$ cat config.mk
export PLATFORM = sky130hd
export DESIGN_NAME = regfile_op_sequencer
export DESIGN_NICKNAME = d
export VERILOG_FILES = /design/src/rtl/regfile_op_sequencer.sv
export SDC_FILE = /design/constraint.sdc
export NUM_CORES = 1
export LEC_CHECK = 0
export BUFFER_PORTS_ARGS = -buffer_cell sky130_fd_sc_hd__buf_2
export CAP_MARGIN = 15
export CELL_PAD_IN_SITES_DETAIL_PLACEMENT = 1
export CELL_PAD_IN_SITES_GLOBAL_PLACEMENT = 1
export CORE_MARGIN = 1
export CORE_UTILIZATION = 34
export DETAILED_ROUTE_END_ITERATION = 10
export GPL_TIMING_DRIVEN = 0
export PLACE_DENSITY = 0.81
export SLEW_MARGIN = 20
export SYNTH_ARGS = -nofsm -noshare
export SYNTH_HDL_FRONTEND = slang
export SYNTH_SLANG_ARGS = --single-unit
$ cat constraint.sdc
create_clock -name Clk -period 2.39 [get_ports Clk]
set_input_delay 0.239 -clock Clk [delete_from_list [all_inputs] [get_ports Clk]]
set_output_delay 0.239 -clock Clk [all_outputs]
set_load 0.1 [all_outputs]
$ cat src/rtl/regfile_op_sequencer.sv
// Multi-cycle command sequencer driving a register-file/ALU pair: IDLE -> READ -> EXEC -> WRITE.
// Optional overflow trap enabled by defining REGFILE_SEQ_OVF_TRAP_EN (adds the Trap output).
module regfile_op_sequencer #(
  parameter int DW = 32,
  parameter int AW = 5
) (
  input  logic          Clk,
  input  logic          Rst_n,
  input  logic          CmdValid,
  output logic          CmdReady,
  input  logic          CmdLoad,
  input  logic [3:0]    CmdOp,
  input  logic [AW-1:0] CmdRs,
  input  logic [AW-1:0] CmdRt,
  input  logic [AW-1:0] CmdRd,
  input  logic [4:0]    CmdShamt,
  input  logic [DW-1:0] CmdData,
  output logic [AW-1:0] RR1,
  output logic [AW-1:0] RR2,
  output logic [3:0]    AluOp,
  output logic [4:0]    ShiftCount,
  input  logic [DW-1:0] AluResult,
  input  logic          AluOverflow,
  output logic [AW-1:0] WR,
  output logic [DW-1:0] WD,
  output logic          WE,
  output logic          Done,
`ifdef REGFILE_SEQ_OVF_TRAP_EN
  output logic          Trap,
`endif
  output logic          Illegal
);

  typedef enum logic [1:0] {IDLE, READ, EXEC, WRITE} state_t;

  state_t        state_reg, state_next;
  logic [AW-1:0] rr1_reg, rr2_reg, wr_reg;
  logic [3:0]    alu_op_reg;
  logic [4:0]    shamt_reg;
  logic [DW-1:0] wd_reg;
  logic          illegal_reg;
  logic          accept;

  assign accept = CmdValid && (state_reg == IDLE);

  always_ff @(posedge Clk or negedge Rst_n) begin
    if (!Rst_n) state_reg <= IDLE;
    else        state_reg <= state_next;
  end

  always_comb begin
    state_next = state_reg;
    case (state_reg)
      IDLE:    if (accept) state_next = CmdLoad ? WRITE : READ;
      READ:    state_next = EXEC;
      EXEC:    state_next = WRITE;
      WRITE:   state_next = IDLE;
      default: state_next = IDLE;
    endcase
  end

  // ALU controls only change when an ALU command is accepted, so loads leave them untouched
  always_ff @(posedge Clk or negedge Rst_n) begin
    if (!Rst_n) begin
      rr1_reg     <= '0;
      rr2_reg     <= '0;
      alu_op_reg  <= '0;
      shamt_reg   <= '0;
      wr_reg      <= '0;
      wd_reg      <= '0;
      illegal_reg <= 1'b0;
    end else if (accept) begin
      wr_reg <= CmdRd;
      if (CmdLoad) begin
        wd_reg      <= CmdData;
        illegal_reg <= 1'b0;
      end else begin
        rr1_reg     <= CmdRs;
        rr2_reg     <= CmdRt;
        alu_op_reg  <= CmdOp;
        shamt_reg   <= CmdShamt;
        illegal_reg <= (CmdOp > 4'd8);
      end
    end else if (state_reg == EXEC) begin
      wd_reg <= AluResult;
    end
  end

`ifdef REGFILE_SEQ_OVF_TRAP_EN
  logic ovf_reg;

  // Cleared on every accept so a load never inherits a stale overflow
  always_ff @(posedge Clk or negedge Rst_n) begin
    if (!Rst_n)                  ovf_reg <= 1'b0;
    else if (accept)             ovf_reg <= 1'b0;
    else if (state_reg == EXEC)  ovf_reg <= AluOverflow && !illegal_reg;
  end

  assign Trap = (state_reg == WRITE) && ovf_reg;
  assign WE   = (state_reg == WRITE) && !illegal_reg && !ovf_reg;
`else
  logic unused_ovf;
  assign unused_ovf = AluOverflow;
  assign WE         = (state_reg == WRITE) && !illegal_reg;
`endif

  assign CmdReady   = (state_reg == IDLE);
  assign Done       = (state_reg == WRITE);
  assign Illegal    = (state_reg == WRITE) && illegal_reg;
  assign RR1        = rr1_reg;
  assign RR2        = rr2_reg;
  assign AluOp      = alu_op_reg;
  assign ShiftCount = shamt_reg;
  assign WR         = wr_reg;
  assign WD         = wd_reg;

endmodule

# Word level (Yosys, flattened, before mapping)
# Index checks and enable logic that the tools add are counted.
# op_classes
n_eq_ne,5
n_reduce_logical,8
n_bitwise,1
muxes,7
magnitude_cmp,1
# ops
op,n
$mux W32,3
$pmux W2 S4,1
$eq A2 B2 Y1 const B,2
$gt A4 B4 Y1 const B,1
$mux W2,2
$reduce_and A2 Y1,2
$logic_and A1 B1 Y1,3
$eq A2 B1 Y1 const B,1
$logic_not A2 Y1,1
$ne A2 B1 Y1 const B,1
$ne A2 B2 Y1 const B,1
$reduce_bool A2 Y1,1
$logic_not A1 Y1,1
$mux W1,1
$not A1 Y1,1
# totals
ff_bits,59
out_inout_bits,60

# Logic depth before layout (Yosys ltp)
# Gate-level depths: netlist (run 1).
# logic_depth
ltp_word,4
ltp_mapped,6
depth_no_buf,5

# Worst setup path after synthesis (run 1)
# No wires, ideal clock.
# synth_timing
path_type,reg2out
start,reg state_reg[1]
end,out WE
path_buffers,0
t_arrival_ns,2.629
stages_incl_launch_ff,3
slack_ns,-0.478
path_cell_list,dfrtp_1 ha_1 nor2b_1
# synth_between
elab_chain_len,2
# synth_lines
item,line_no,rtl
start: declaration,36,"state_t state_reg, state_next;"
start signal: assignment,48,else state_reg <= state_next;
$eq A2 B2 Y1,n/a,
net Done,27,"output logic Done,"
$logic_and A1 B1 Y1,104,assign WE = (state_reg == WRITE) && !illegal_reg;
end: declaration,26,"output logic WE,"
# The timed path passes the listed nets, and every way through them passes these cells.

# Worst setup path after layout (run 1)
# layout_timing
start,reg state_reg[1]
end,"reg wd_reg[2], in the netlist WD[2]"
# layout_between
elab_chain_len,4
elab_cells_between_ends,7
cone_classes,2 x eq/ne; 1 x mux; 4 x reduce/logical
# layout_lines
item,line_no,rtl
$logic_not A2 Y1,44,assign accept = CmdValid && (state_reg == IDLE);
$logic_and A1 B1 Y1,44,
$ne A2 B2 Y1 (no line) or $reduce_bool A2 Y1 (tied branches),n/a,
$reduce_and A2 Y1 (no line),n/a,
end signal: assignment,75,wd_reg <= CmdData;
end signal: assignment,85,wd_reg <= AluResult;
end: declaration,40,logic [DW-1:0] wd_reg;
# Several ways; a longest one is shown, not always the timed one.
# A chain may end at the register's enable or synchronous reset.

==> flow_summary.rst, run 1 <==
.. list-table::
   :header-rows: 1

   * - Metric
     - Value
   * - Violations in the final reports
     - hold timing
   * - Worst EP required
     - 2590 ps
   * - Number of nets produced by synthesis
     - 273
   * - Number of buffers added by the clock tree synthesis step
     - 9
   * - FF-to-FF End
     - WD[2]
   * - Master of the slowest instance on the critical path
     - sky130_fd_sc_hd__dfrtp_1
   * - Count of unresolved DRC violations after routing
     - 0
   * - RSZ-0062 raised after global routing
     - false
   * - Number of buffers added for setup after CTS
     - 0
   * - Most common cell after layout, fill and taps aside
     - sky130_fd_sc_hd__buf_2
   * - Congestion Overflow GR
     - 0
   * - Worst setup SP type
     - flip-flop
   * - Y dimension of the die
     - 91.0 um
   * - Number of setup violations in the final report
     - 0
   * - Area grow syn2layout
     - 41.0%
   * - Critical path peak fanout
     - 10
   * - Boundary pin count
     - 153
   * - Cell type group with the largest total delay on the critical path
     - multiplexers
   * - IO Port Bufs
     - 151
   * - Worst-Skew Late Latency
     - 320 ps
   * - Synth Instances
     - 176
   * - Total of cells resized after clock tree synthesis
     - 0
   * - Number of cells on the critical path
     - 6
   * - Number of maximum-capacitance violations
     - 0
   * - DP HPWL
     - 4710 um
   * - Maximum clock frequency
     - 516 MHz
   * - Synthesized flop and latch total
     - 59
   * - Cell Count Post-Placement
     - 429
   * - Delay of the slowest cell on the worst path
     - 400 ps
   * - Std-Cell Core Area
     - 7690 um2
   * - Die Span X
     - 91.0 um
   * - Flip-flop count of the largest register, all copies and words added
     - 32
   * - Clock tree from TritonCTS
     - done
   * - Crit path from
     - state_reg[1]
   * - Slew Limit Fails
     - 0
   * - Post-detailed-routing wire length
     - 6010 um
   * - Via count
     - 2031
   * - Count of buffer and inverter cells on the critical path
     - 2
   * - Setup tns final
     - 0 ps
   * - Finished Layout Cells
     - 444
   * - Leading cell types in the layout, fill and taps excluded
     - sky130_fd_sc_hd__buf_2 (154), sky130_fd_sc_hd__mux2_2 (88), sky130_fd_sc_hd__dfrtp_1 (59)
   * - Number of clock sinks
     - 59
   * - Final critical-path required period
     - 1940 ps
   * - Worst endpoint data arrival time
     - 2140 ps
   * - Total GRT Usage
     - 0.157
   * - Root buffer selected by CTS
     - sky130_fd_sc_hd__clkbuf_8
   * - Final period util
     - 0.811
   * - Worst R2R Path Depth
     - 6
   * - Endpoint type of the worst setup path
     - flip-flop
   * - Kind of critical path
     - flip-flop to flip-flop
   * - Synth cell types
     - 17
   * - Capture point of the worst path
     - WD[2]
   * - Status
     - finished with violations
   * - Endpoints failing hold
     - 36
   * - Count of antenna-violating nets left after detailed routing
     - 0
   * - Crit-path cells
     - inv_1 > ha_1 > nand2_2 > mux2i_4 > buf_6 > mux2_2
   * - Average footprint of a synthesized cell
     - 15.3 um2
   * - Routed len/inst
     - 13.5 um
   * - Number of buffers on the longest clock path
     - 2
   * - Share of post-route cells with drive strength above 1
     - 0.775
   * - Worst flop-to-flop path startpoint
     - state_reg[1]
   * - Number of antenna repair diodes
     - 0
   * - Row count
     - 32
   * - Via count of the first global-routing pass
     - 2210
   * - Initial cell density of the core
     - 0.350
   * - Fill cells
     - 854
   * - Final GP Congestion
     - 0.674
   * - Pin count of the biggest net entering global routing
     - 60
   * - Global-route wire length before repair
     - 10200 um
   * - Number of DRC violations after detailed-routing iteration 0
     - 54
   * - Reg2reg setup slack
     - 450 ps
   * - Post-Synthesis Cell Area
     - 2690 um2
   * - Max-slew headroom
     - 0.510
   * - Clock transition at the registers of the reported paths
     - 70 ps
   * - Setup clock skew after layout
     - 7.99 ps
   * - Worst hold margin
     - -29.4 ps
   * - Level count of the clock H-tree
     - 3
   * - Fraction of the yosys area taken by sequential cells
     - 0.549
   * - Yosys warns
     - 0
   * - Transition time at the pin with the least slew margin
     - 735 ps
   * - HP Class
     - primary input to asynchronous set/reset pin
   * - Nets@finish
     - 435
   * - Number of search-and-repair iterations in the first detailed-routing pass
     - 4
   * - CTS hold repair buffers
     - 0
   * - Via-to-Cell Ratio
     - 4.57
   * - Die ar.
     - 8270 um2
   * - Antenna violations before repair
     - 0
[through the flow]
stage	area, um2	utilization	setup slack, ps
3_5_place_dp	3580	0.466	422
3_3_place_gp	3580	0.465	454
5_1_grt	3790	0.493	326
2_1_floorplan	2700	-	-15.9
6_report	3790	0.493	452
4_1_cts	3790	0.493	413
[per-layer routing]
metal	vias up	global-route usage	wire (um)
met5	-	0	0
met4	0	0.0595	79
met3	8	0.0503	474
met2	84	0.278	3150
met1	988	0.175	2300
li1	951	-	-
[cell families (layout without fill, tap and decap cells)]
| kind of cell | after synthesis | count (layout) | synth area share |
|---|---|---|---|
| compound gates | 4 | 4 | 0.00884 |
| fa+ha+maj | 4 | 4 | 0.0186 |
| buf+inv | 10 | 176 | 0.0242 |
| flops | 59 | 59 | 0.549 |
| mux | 90 | 90 | 0.380 |
| simple gates | 9 | 9 | 0.0191 |
[cell type report]
class | instances | area [um2] | share of cell area
buffer | 7 | 53.8 | 0.0142
clock buffer | 14 | 183 | 0.0482
clock inverter | 1 | 30.0 | 0.00792
inverter | 3 | 11.3 | 0.00297
multi-input combinational | 107 | 1150 | 0.304
sequential | 59 | 1480 | 0.389
tap | 102 | 128 | 0.0336
timing repair buffer | 151 | 758 | 0.200
[synthesized netlist by cell type]
cell                       number  share of area
sky130_fd_sc_hd__and2_1         1         0.0023
sky130_fd_sc_hd__mux2_2        88           0.37
sky130_fd_sc_hd__nand2_2        1         0.0023
sky130_fd_sc_hd__nor3_1         1         0.0019
sky130_fd_sc_hd__ha_1           4          0.019
sky130_fd_sc_hd__a21oi_1        1         0.0019
sky130_fd_sc_hd__o21ai_0        2         0.0037
sky130_fd_sc_hd__o311ai_0       1         0.0033
sky130_fd_sc_hd__buf_2          4         0.0074
sky130_fd_sc_hd__mux2i_1        1         0.0037
sky130_fd_sc_hd__mux2i_4        1         0.0084
sky130_fd_sc_hd__nand2_1        3         0.0042
sky130_fd_sc_hd__inv_1          3         0.0042
sky130_fd_sc_hd__nor2b_1        2         0.0047
sky130_fd_sc_hd__nand3_2        1         0.0037
sky130_fd_sc_hd__buf_6          3          0.013
sky130_fd_sc_hd__dfrtp_1       59           0.55
[how the worst min path moves through the flow]
| stage | endpoint | start | slack (ps) | depth (start not counted) |
|---|---|---|---|---|
| after floorplan | AluOp[0] | Rst_n | -60 | 0 |
| after global placement | RR2[3] | CmdRt[3] | 470 | 2 |
| after detailed placement | WD[19] | Rst_n | 360 | 1 |
| after CTS | WD[6] | Rst_n | 6 | 1 |
| after global routing | WD[24] | Rst_n | 40 | 1 |
| final | WD[22] | Rst_n | -30 | 1 |
Power of run 1 is not shown: default switching activity piles up to over one toggle a cycle in this logic, so the estimate is an artifact.
==> run 2, diff against run 1 <==
--- a/config.mk
+++ b/config.mk
@@ -5,12 +5,13 @@
 export SDC_FILE = /design/constraint.sdc
 export NUM_CORES = 1
 export LEC_CHECK = 0
+export ABC_AREA = 1
 export BUFFER_PORTS_ARGS = -buffer_cell sky130_fd_sc_hd__buf_2
 export CAP_MARGIN = 15
 export CELL_PAD_IN_SITES_DETAIL_PLACEMENT = 1
 export CELL_PAD_IN_SITES_GLOBAL_PLACEMENT = 1
 export CORE_MARGIN = 1
-export CORE_UTILIZATION = 34
+export CORE_UTILIZATION = 31
 export DETAILED_ROUTE_END_ITERATION = 10
 export GPL_TIMING_DRIVEN = 0
 export PLACE_DENSITY = 0.81
==> constraint.sdc (replaced) <==
create_clock -name Clk -period 1.85 [get_ports Clk]
set_input_delay 0.185 -clock Clk [delete_from_list [all_inputs] [get_ports Clk]]
set_output_delay 0.185 -clock Clk [all_outputs]
set_load 0.1 [all_outputs]
==> run 2 against run 1 <==
Against the previous run: the flow finishes with violations (DRC); clock skew is 2.3 ps higher; register-to-register slack worse by 310 ps; clock-buffer cell count is 5 lower; fmax is 14% higher; final cell count is 48% higher; critical path depth is 3 higher; utilization is 3.7 points lower; critical path type unchanged; critical endpoint is now WD[24]; largest cell class unchanged.
==> flow_summary.rst, run 2 <==
.. list-table::
   :header-rows: 1

   * - Metric
     - Value
   * - Status
     - finished with violations (unchanged)
   * - Violations in the final reports
     - DRC (was hold timing)
   * - Average footprint of a synthesized cell
     - 7.53 um2 (was 15.3 um2)
   * - Level count of the clock H-tree
     - 3 (unchanged)
   * - FF-to-FF End
     - WD[24] (was WD[2])
   * - Worst setup SP type
     - flip-flop (unchanged)
   * - Number of setup violations in the final report
     - 0 (unchanged)
   * - Slew Limit Fails
     - 0 (unchanged)
   * - Crit-path cells
     - inv_2 > ha_1 > clkbuf_4 > nand2_4 > nand2_2 > nand2_1 > buf_4 > nand2_1 > nand2_1 (was inv_1 > ha_1 > nand2_2 > mux2i_4 > buf_6 > mux2_2)
   * - Transition time at the pin with the least slew margin
     - 776 ps (was 735 ps)
   * - Post-detailed-routing wire length
     - 9260 um (was 6010 um)
   * - Number of flops mapped to enable cells by yosys
     - 0 (unchanged)
   * - Leading cell types in the layout, fill and taps excluded
     - sky130_fd_sc_hd__nand2_1 (186), sky130_fd_sc_hd__buf_2 (160), sky130_fd_sc_hd__nand3_1 (70) (was sky130_fd_sc_hd__buf_2 (154), sky130_fd_sc_hd__mux2_2 (88), sky130_fd_sc_hd__dfrtp_1 (59))
   * - Worst R2R Path Depth
     - 9 (was 6)
   * - Clock transition at the registers of the reported paths
     - 80 ps (was 70 ps)
   * - Flip-flop count of the largest register, all copies and words added
     - 32 (unchanged)
   * - Boundary pin count
     - 153 (unchanged)
   * - Via-to-Cell Ratio
     - 4.76 (was 4.57)
   * - Delay of the slowest cell on the worst path
     - 400 ps (about the same)
   * - Congestion Overflow GR
     - 0 (unchanged)
   * - Number of nets produced by synthesis
     - 479 (was 273)
   * - Post-Synthesis Cell Area
     - 2880 um2 (was 2690 um2)
   * - Count of antenna-violating nets left after detailed routing
     - 0 (unchanged)
   * - Worst min-delay path startpoint
     - CmdRs[1]
   * - Critical path peak fanout
     - 10 (unchanged)
   * - Fill cells
     - 1161 (was 854)
   * - Endpoint type of the worst setup path
     - flip-flop (unchanged)
   * - Y dimension of the die
     - 98.3 um (was 91.0 um)
   * - Maximum clock frequency
     - 586 MHz (was 516 MHz)
   * - Most frequent cell after synthesis
     - sky130_fd_sc_hd__nand2_1 (was sky130_fd_sc_hd__mux2_2)
   * - Area of combinational cells with multiple inputs
     - 1290 um2 (was 1150 um2)
   * - Number of search-and-repair iterations in the first detailed-routing pass
     - 8 (was 4)
   * - Share of the synthesized area in the top cell type
     - 0.513 (was 0.549)
   * - Synth cell types
     - 13 (was 17)
   * - Antenna violations before repair
     - 0 (unchanged)
   * - Std-Cell Core Area
     - 8850 um2 (was 7690 um2)
   * - Cell type group with the largest total delay on the critical path
     - buffers and inverters (was multiplexers)
   * - Clock tree from TritonCTS
     - done (unchanged)
   * - Die Span X
     - 98.3 um (was 91.0 um)
   * - Master of the slowest instance on the critical path
     - sky130_fd_sc_hd__dfrtp_1 (unchanged)
   * - Number of buffers added by the clock tree synthesis step
     - 9 (unchanged)
   * - Most common flop cell mapped by yosys
     - sky130_fd_sc_hd__dfrtp_1 (unchanged)
   * - Number of buffers on the longest clock path
     - 2 (unchanged)
   * - Count of buffer and inverter cells on the critical path
     - 3 (was 2)
   * - Reg2reg setup slack
     - 140 ps (was 450 ps)
   * - Via count of the first global-routing pass
     - 3373 (was 2210)
   * - Row count
     - 34 (was 32)
   * - Count of unresolved DRC violations after routing
     - 9 (was 0)
   * - Worst hold margin
     - 37.2 ps (was -29.4 ps)
   * - Endpoints failing hold
     - 0 (was 36)
   * - Initial cell density of the core
     - 0.325 (was 0.350)
   * - Most common cell after layout, fill and taps aside
     - sky130_fd_sc_hd__nand2_1 (was sky130_fd_sc_hd__buf_2)
   * - Total GRT Usage
     - 0.207 (was 0.157)
   * - Synthesized flop and latch total
     - 59 (unchanged)
   * - Final period util
     - 0.922 (was 0.811)
   * - Kind of critical path
     - flip-flop to flip-flop (unchanged)
   * - Pin count of the biggest net entering global routing
     - 60 (unchanged)
   * - Worst-Skew Late Latency
     - 330 ps (was 320 ps)
   * - Max-slew headroom
     - 0.483 (was 0.510)
   * - Number of DRC violations after detailed-routing iteration 0
     - 75 (was 54)
   * - Worst endpoint data arrival time
     - 1920 ps (was 2140 ps)
   * - Ys async rst share
     - 1.00 (unchanged)
   * - IO Port Bufs
     - 151 (unchanged)
   * - Worst EP required
     - 2070 ps (was 2590 ps)
   * - Final GP Congestion
     - 0.736 (was 0.674)
   * - Register area
     - 1480 um2 (unchanged)
   * - Cell depth of the worst min-delay path
     - 3
   * - Leading area contributor after synthesis
     - sky130_fd_sc_hd__dfrtp_1 (unchanged)
   * - DP HPWL
     - 6940 um (was 4710 um)
   * - Setup tns final
     - 0 ps (unchanged)
   * - Number of maximum-capacitance violations
     - 0 (unchanged)
   * - Number of clock sinks
     - 59 (unchanged)
   * - Leading cell types by total area after synthesis
     - sky130_fd_sc_hd__dfrtp_1 (51%), sky130_fd_sc_hd__nand2_1 (24%), sky130_fd_sc_hd__nand3_1 (12%), sky130_fd_sc_hd__o21ai_0 (3.8%), sky130_fd_sc_hd__buf_2 (2.3%) (was sky130_fd_sc_hd__dfrtp_1 (55%), sky130_fd_sc_hd__mux2_2 (37%), sky130_fd_sc_hd__ha_1 (1.9%), sky130_fd_sc_hd__buf_6 (1.3%), sky130_fd_sc_hd__mux2i_4 (0.84%))
   * - Yosys warns
     - 0 (unchanged)
   * - Most instantiated cells after synthesis
     - sky130_fd_sc_hd__nand2_1 (186), sky130_fd_sc_hd__nand3_1 (71), sky130_fd_sc_hd__dfrtp_1 (59) (was sky130_fd_sc_hd__mux2_2 (88), sky130_fd_sc_hd__dfrtp_1 (59), sky130_fd_sc_hd__buf_2 (4), sky130_fd_sc_hd__ha_1 (4))
   * - Most frequent cell on the critical path
     - sky130_fd_sc_hd__nand2_1
   * - Routed len/inst
     - 14.1 um (was 13.5 um)
   * - HP Class
     - primary input to flip-flop (was primary input to asynchronous set/reset pin)
   * - Root buffer selected by CTS
     - sky130_fd_sc_hd__clkbuf_8 (unchanged)
   * - Via count
     - 3139 (was 2031)
   * - Share of post-route cells with drive strength above 1
     - 0.358 (was 0.775)
   * - Nets@finish
     - 643 (was 435)
   * - Area grow syn2layout
     - 40.4% (was 41.0%)
   * - Synth Instances
     - 382 (was 176)
   * - Setup clock skew after layout
     - 10.3 ps (was 7.99 ps)
   * - Global-route wire length before repair
     - 15800 um (was 10200 um)
   * - Hold Path Sink
     - RR1[1]
   * - Fraction of the yosys area taken by sequential cells
     - 0.513 (was 0.549)
   * - Worst flop-to-flop path startpoint
     - state_reg[0] (was state_reg[1])
   * - Die ar.
     - 9660 um2 (was 8270 um2)
   * - Number of antenna repair diodes
     - 0 (unchanged)
   * - Final critical-path required period
     - 1710 ps (was 1940 ps)
   * - RSZ-0062 raised after global routing
     - true (was false)
run 2: per-stage QoR:
step / setup slack [ps] / util / cells / cell area, um2
after global routing: -2.14 / 0.456 / 659 / 4040
after global placement: 71.8 / 0.428 / 641 / 3790
final: 144 / 0.456 / 659 / 4040
after CTS: -4.87 / 0.453 / 658 / 4010
after detailed placement: -12.7 / 0.428 / 641 / 3790
after floorplan: 77.8 / - / 382 / 2900
run 2: how the worst max path moves through the flow:
| stage | slack (ps) | start | to | cells past startpoint |
|---|---|---|---|---|
| after floorplan | 80 | state_reg[1] | Illegal | 3 |
| after global placement | 70 | state_reg[1] | WD[9] | 9 |
| after detailed placement | -10 | state_reg[0] | WD[28] | 9 |
| after CTS | -5 | state_reg[1] | WD[28] | 9 |
| after global routing | -2 | state_reg[0] | WD[24] | 9 |
| final | 140 | state_reg[0] | WD[24] | 9 |
run 2: per-layer routing:
metal	GRT usage	up-vias	share of wire
met5	0	-	0
met4	0.0689	0	0.014
met3	0.0580	10	0.062
met2	0.363	97	0.51
met1	0.244	1485	0.42
li1	-	1547	-
run 2: cells by family after synthesis:
family | after synthesis | share of synthesized area
DFF | 59 | 0.513
and+or+nand+nor | 264 | 0.381
AOI/OAI and AO/OA | 22 | 0.0383
buffers and inverters | 33 | 0.0500
adders and majority gates | 4 | 0.0174
run 2: cell type report:
| class | instances | share of cell area |
|---|---|---|
| plain buffers | 26 | 0.0325 |
| clock buffers | 9 | 0.0307 |
| clock inverters | 7 | 0.0201 |
| inverters | 7 | 0.00651 |
| multi-input cells | 290 | 0.319 |
| flip-flops and latches | 59 | 0.366 |
| well taps | 108 | 0.0335 |
| repair buffers | 153 | 0.192 |
run 2: tightest hold or removal path: stages:
cell and delay, ps:
sky130_fd_sc_hd__buf_2 70, sky130_fd_sc_hd__nand2_1 40, sky130_fd_sc_hd__nand2_1 50
run 2: repair_timing:
action / 4_1_cts / 5_1_grt
hold endpoints to repair: 59 / 0
resized for setup: 1 / 16
hold buffers: 1 / 0
setup endpoints to repair: 23 / 45
pin swaps: 0 / 1
buffers inserted: 0 / 1
cloned: 0 / 0
Power of run 2 is left out for the same reason.
==> run 3, diff against run 2 <==
--- a/config.mk
+++ b/config.mk
@@ -11,10 +11,11 @@
 export CELL_PAD_IN_SITES_DETAIL_PLACEMENT = 1
 export CELL_PAD_IN_SITES_GLOBAL_PLACEMENT = 1
 export CORE_MARGIN = 1
-export CORE_UTILIZATION = 31
+export CORE_UTILIZATION = 32
+export CTS_BUF_LIST = sky130_fd_sc_hd__clkbuf_4
 export DETAILED_ROUTE_END_ITERATION = 10
 export GPL_TIMING_DRIVEN = 0
-export PLACE_DENSITY = 0.81
+export PLACE_DENSITY_LB_ADDON = 0.1
 export SLEW_MARGIN = 20
 export SYNTH_ARGS = -nofsm -noshare
 export SYNTH_HDL_FRONTEND = slang
==> run 3 against run 2 <==
Against the previous run: clock-buffer cell count stayed put; highest routed layer unchanged; die area is 3.1% lower; first-iteration DRC count shrank 2.7%; setup slack lost 71 ps; non-clock buffer count rose by 21; the run now ends clean; critical path depth decreased by 5.
==> flow_summary.rst, run 3 (synthesized netlist as in run 2, its figures left out) <==
.. list-table::
   :header-rows: 1

   * - Metric
     - Value
   * - Status
     - completed (was finished with violations)
   * - Delay of the slowest cell on the worst path
     - 440 ps (was 400 ps)
   * - Y dimension of the die
     - 96.8 um (was 98.3 um)
   * - Pin count of the biggest net entering global routing
     - 60 (unchanged)
   * - Via count
     - 3210 (was 3139)
   * - Maximum clock frequency
     - 563 MHz (was 586 MHz)
   * - Clock transition at the registers of the reported paths
     - 110 ps (was 80 ps)
   * - Worst-case setup margin in the final layout
     - 73.2 ps (was 144 ps)
   * - Endpoints failing hold
     - 0 (unchanged)
   * - Post-detailed-routing wire length
     - 9630 um (was 9260 um)
   * - Number of antenna repair diodes
     - 0 (unchanged)
   * - Slew Limit Fails
     - 0 (unchanged)
   * - Number of search-and-repair iterations in the first detailed-routing pass
     - 4 (was 8)
   * - Number of buffers on the longest clock path
     - 2 (unchanged)
   * - Clock tree from TritonCTS
     - done (unchanged)
   * - Placement-stage worst setup slack
     - -20.4 ps (was -12.7 ps)
   * - Via-to-Cell Ratio
     - 4.72 (was 4.76)
   * - Via count of the first global-routing pass
     - 3395 (was 3373)
   * - Count of unresolved DRC violations after routing
     - 0 (was 9)
   * - Global-route wire length before repair
     - 16500 um (was 15800 um)
   * - Number of buffers added by the clock tree synthesis step
     - 9 (unchanged)
   * - Transition time at the pin with the least slew margin
     - 779 ps (was 776 ps)
   * - Max-slew headroom
     - 0.481 (was 0.483)
   * - Initial cell density of the core
     - 0.330 (was 0.325)
   * - IO Port Bufs
     - 151 (unchanged)
   * - Worst EP required
     - 1660 ps (was 2070 ps)
   * - Die Span X
     - 96.8 um (was 98.3 um)
   * - Most common cell after layout, fill and taps aside
     - sky130_fd_sc_hd__nand2_1 (unchanged)
   * - Final period util
     - 0.960 (was 0.922)
   * - HP Class
     - primary input to flip-flop (unchanged)
   * - Count of antenna-violating nets left after detailed routing
     - 0 (unchanged)
   * - Master of the slowest instance on the critical path
     - sky130_fd_sc_hd__buf_2 (was sky130_fd_sc_hd__dfrtp_1)
   * - Number of DRC violations after detailed-routing iteration 0
     - 73 (was 75)
   * - Setup clock skew after layout
     - 8.49 ps (was 10.3 ps)
   * - Critical path peak fanout
     - 3 (was 10)
   * - Number of setup violations in the final report
     - 0 (unchanged)
   * - DP HPWL
     - 6740 um (was 6940 um)
   * - Level count of the clock H-tree
     - 3 (unchanged)
   * - Number of clock sinks
     - 59 (unchanged)
   * - Kind of critical path
     - flip-flop to output port (was flip-flop to flip-flop)
   * - Setup tns final
     - 0 ps (unchanged)
   * - Leading cell types in the layout, fill and taps excluded
     - sky130_fd_sc_hd__nand2_1 (185), sky130_fd_sc_hd__buf_2 (161), sky130_fd_sc_hd__nand3_1 (70) (was sky130_fd_sc_hd__nand2_1 (186), sky130_fd_sc_hd__buf_2 (160), sky130_fd_sc_hd__nand3_1 (70))
   * - Endpoint type of the worst setup path
     - output port (was flip-flop)
   * - Worst-Skew Late Latency
     - 400 ps (was 330 ps)
   * - Area grow syn2layout
     - 46.4% (was 40.4%)
   * - Die ar.
     - 9370 um2 (was 9660 um2)
   * - Row count
     - 34 (unchanged)
   * - Final GP Congestion
     - 0.725 (was 0.736)
   * - Share of post-route cells with drive strength above 1
     - 0.350 (was 0.358)
   * - Worst endpoint data arrival time
     - 1590 ps (was 1920 ps)
   * - Antenna violations before repair
     - 0 (unchanged)
   * - Root buffer selected by CTS
     - sky130_fd_sc_hd__clkbuf_4 (was sky130_fd_sc_hd__clkbuf_8)
   * - Reg2reg setup slack
     - 170 ps (was 140 ps)
   * - Routed len/inst
     - 14.2 um (was 14.1 um)
   * - Worst hold margin
     - 23.5 ps (was 37.2 ps)
   * - RSZ-0062 raised after global routing
     - false (was true)
   * - Worst setup SP type
     - flip-flop (unchanged)
   * - Fill cells
     - 1129 (was 1161)
   * - Number of maximum-capacitance violations
     - 0 (unchanged)
   * - Nets@finish
     - 664 (was 643)
   * - Boundary pin count
     - 153 (unchanged)
   * - Total GRT Usage
     - 0.218 (was 0.207)
   * - Flip-flop count of the largest register, all copies and words added
     - 32 (unchanged)
   * - Std-Cell Core Area
     - 8720 um2 (was 8850 um2)
   * - Crit-path cells
     - ha_2 > inv_1 > nor2_4 > buf_2 (was inv_2 > ha_1 > clkbuf_4 > nand2_4 > nand2_2 > nand2_1 > buf_4 > nand2_1 > nand2_1)
   * - Final critical-path required period
     - 1780 ps (was 1710 ps)
   * - Congestion Overflow GR
     - 0 (unchanged)
-- run 3: per-layer routing --
| layer | track usage | vias to the layer above | part of all wire |
|---|---|---|---|
| met5 | 0 | - | 0 |
| met4 | 0.0746 | 0 | 0.018 |
| met3 | 0.0419 | 16 | 0.047 |
| met2 | 0.364 | 100 | 0.49 |
| met1 | 0.281 | 1507 | 0.45 |
| li1 | - | 1587 | - |
-- run 3: cell type report --
| cell class | count | area (um2) | area share |
|---|---|---|---|
| timing repair buffer | 174 | 986 | 0.234 |
| inverter | 7 | 26.3 | 0.00624 |
| buffer | 26 | 131 | 0.0312 |
| tap | 108 | 135 | 0.0321 |
| clock buffer | 9 | 67.6 | 0.0160 |
| sequential | 59 | 1480 | 0.351 |
| multi-input combinational | 290 | 1290 | 0.308 |
| clock inverter | 7 | 92.6 | 0.0220 |
-- run 3: what timing repair did --
item                                   in CTS  in global routing
setup buffers                               1                  0
pin swaps                                   1                  0
gates resized for setup                     1                 19
hold buffers                               22                  0
endpoints found under the hold margin      80                  0
setup endpoints to repair                  36                 40
-- run 3: stage by stage --
step                 util  cell area [um2]  std cells
floorplan               -             2900        382
global placement    0.434             3790        641
detailed placement  0.435             3790        641
CTS                 0.479             4180        680
global route        0.483             4210        680
finish              0.483             4210        680
-- run 3: final timing paths --
check	cells past startpoint	from	end
hold / removal	3	CmdOp[3]	AluOp[3]
setup / recovery	4	state_reg[1]	WE
setup reg to reg	7	state_reg[0]	RR1[3]
hold reg to reg	2	WR[3]	WR[3]
max in group asynchronous	2	Rst_n	WD[2]
min in group asynchronous	2	Rst_n	WD[21]
-- run 3: critical path, delay by kind of cell (launching register included) --
family,cells,cell delay [ps]
adder cells (fa/ha/maj),1,210
buffers and inverters,2,500
flip-flops,1,410
AND/OR/NAND/NOR,1,70
Power of run 3 is left out for the same reason.
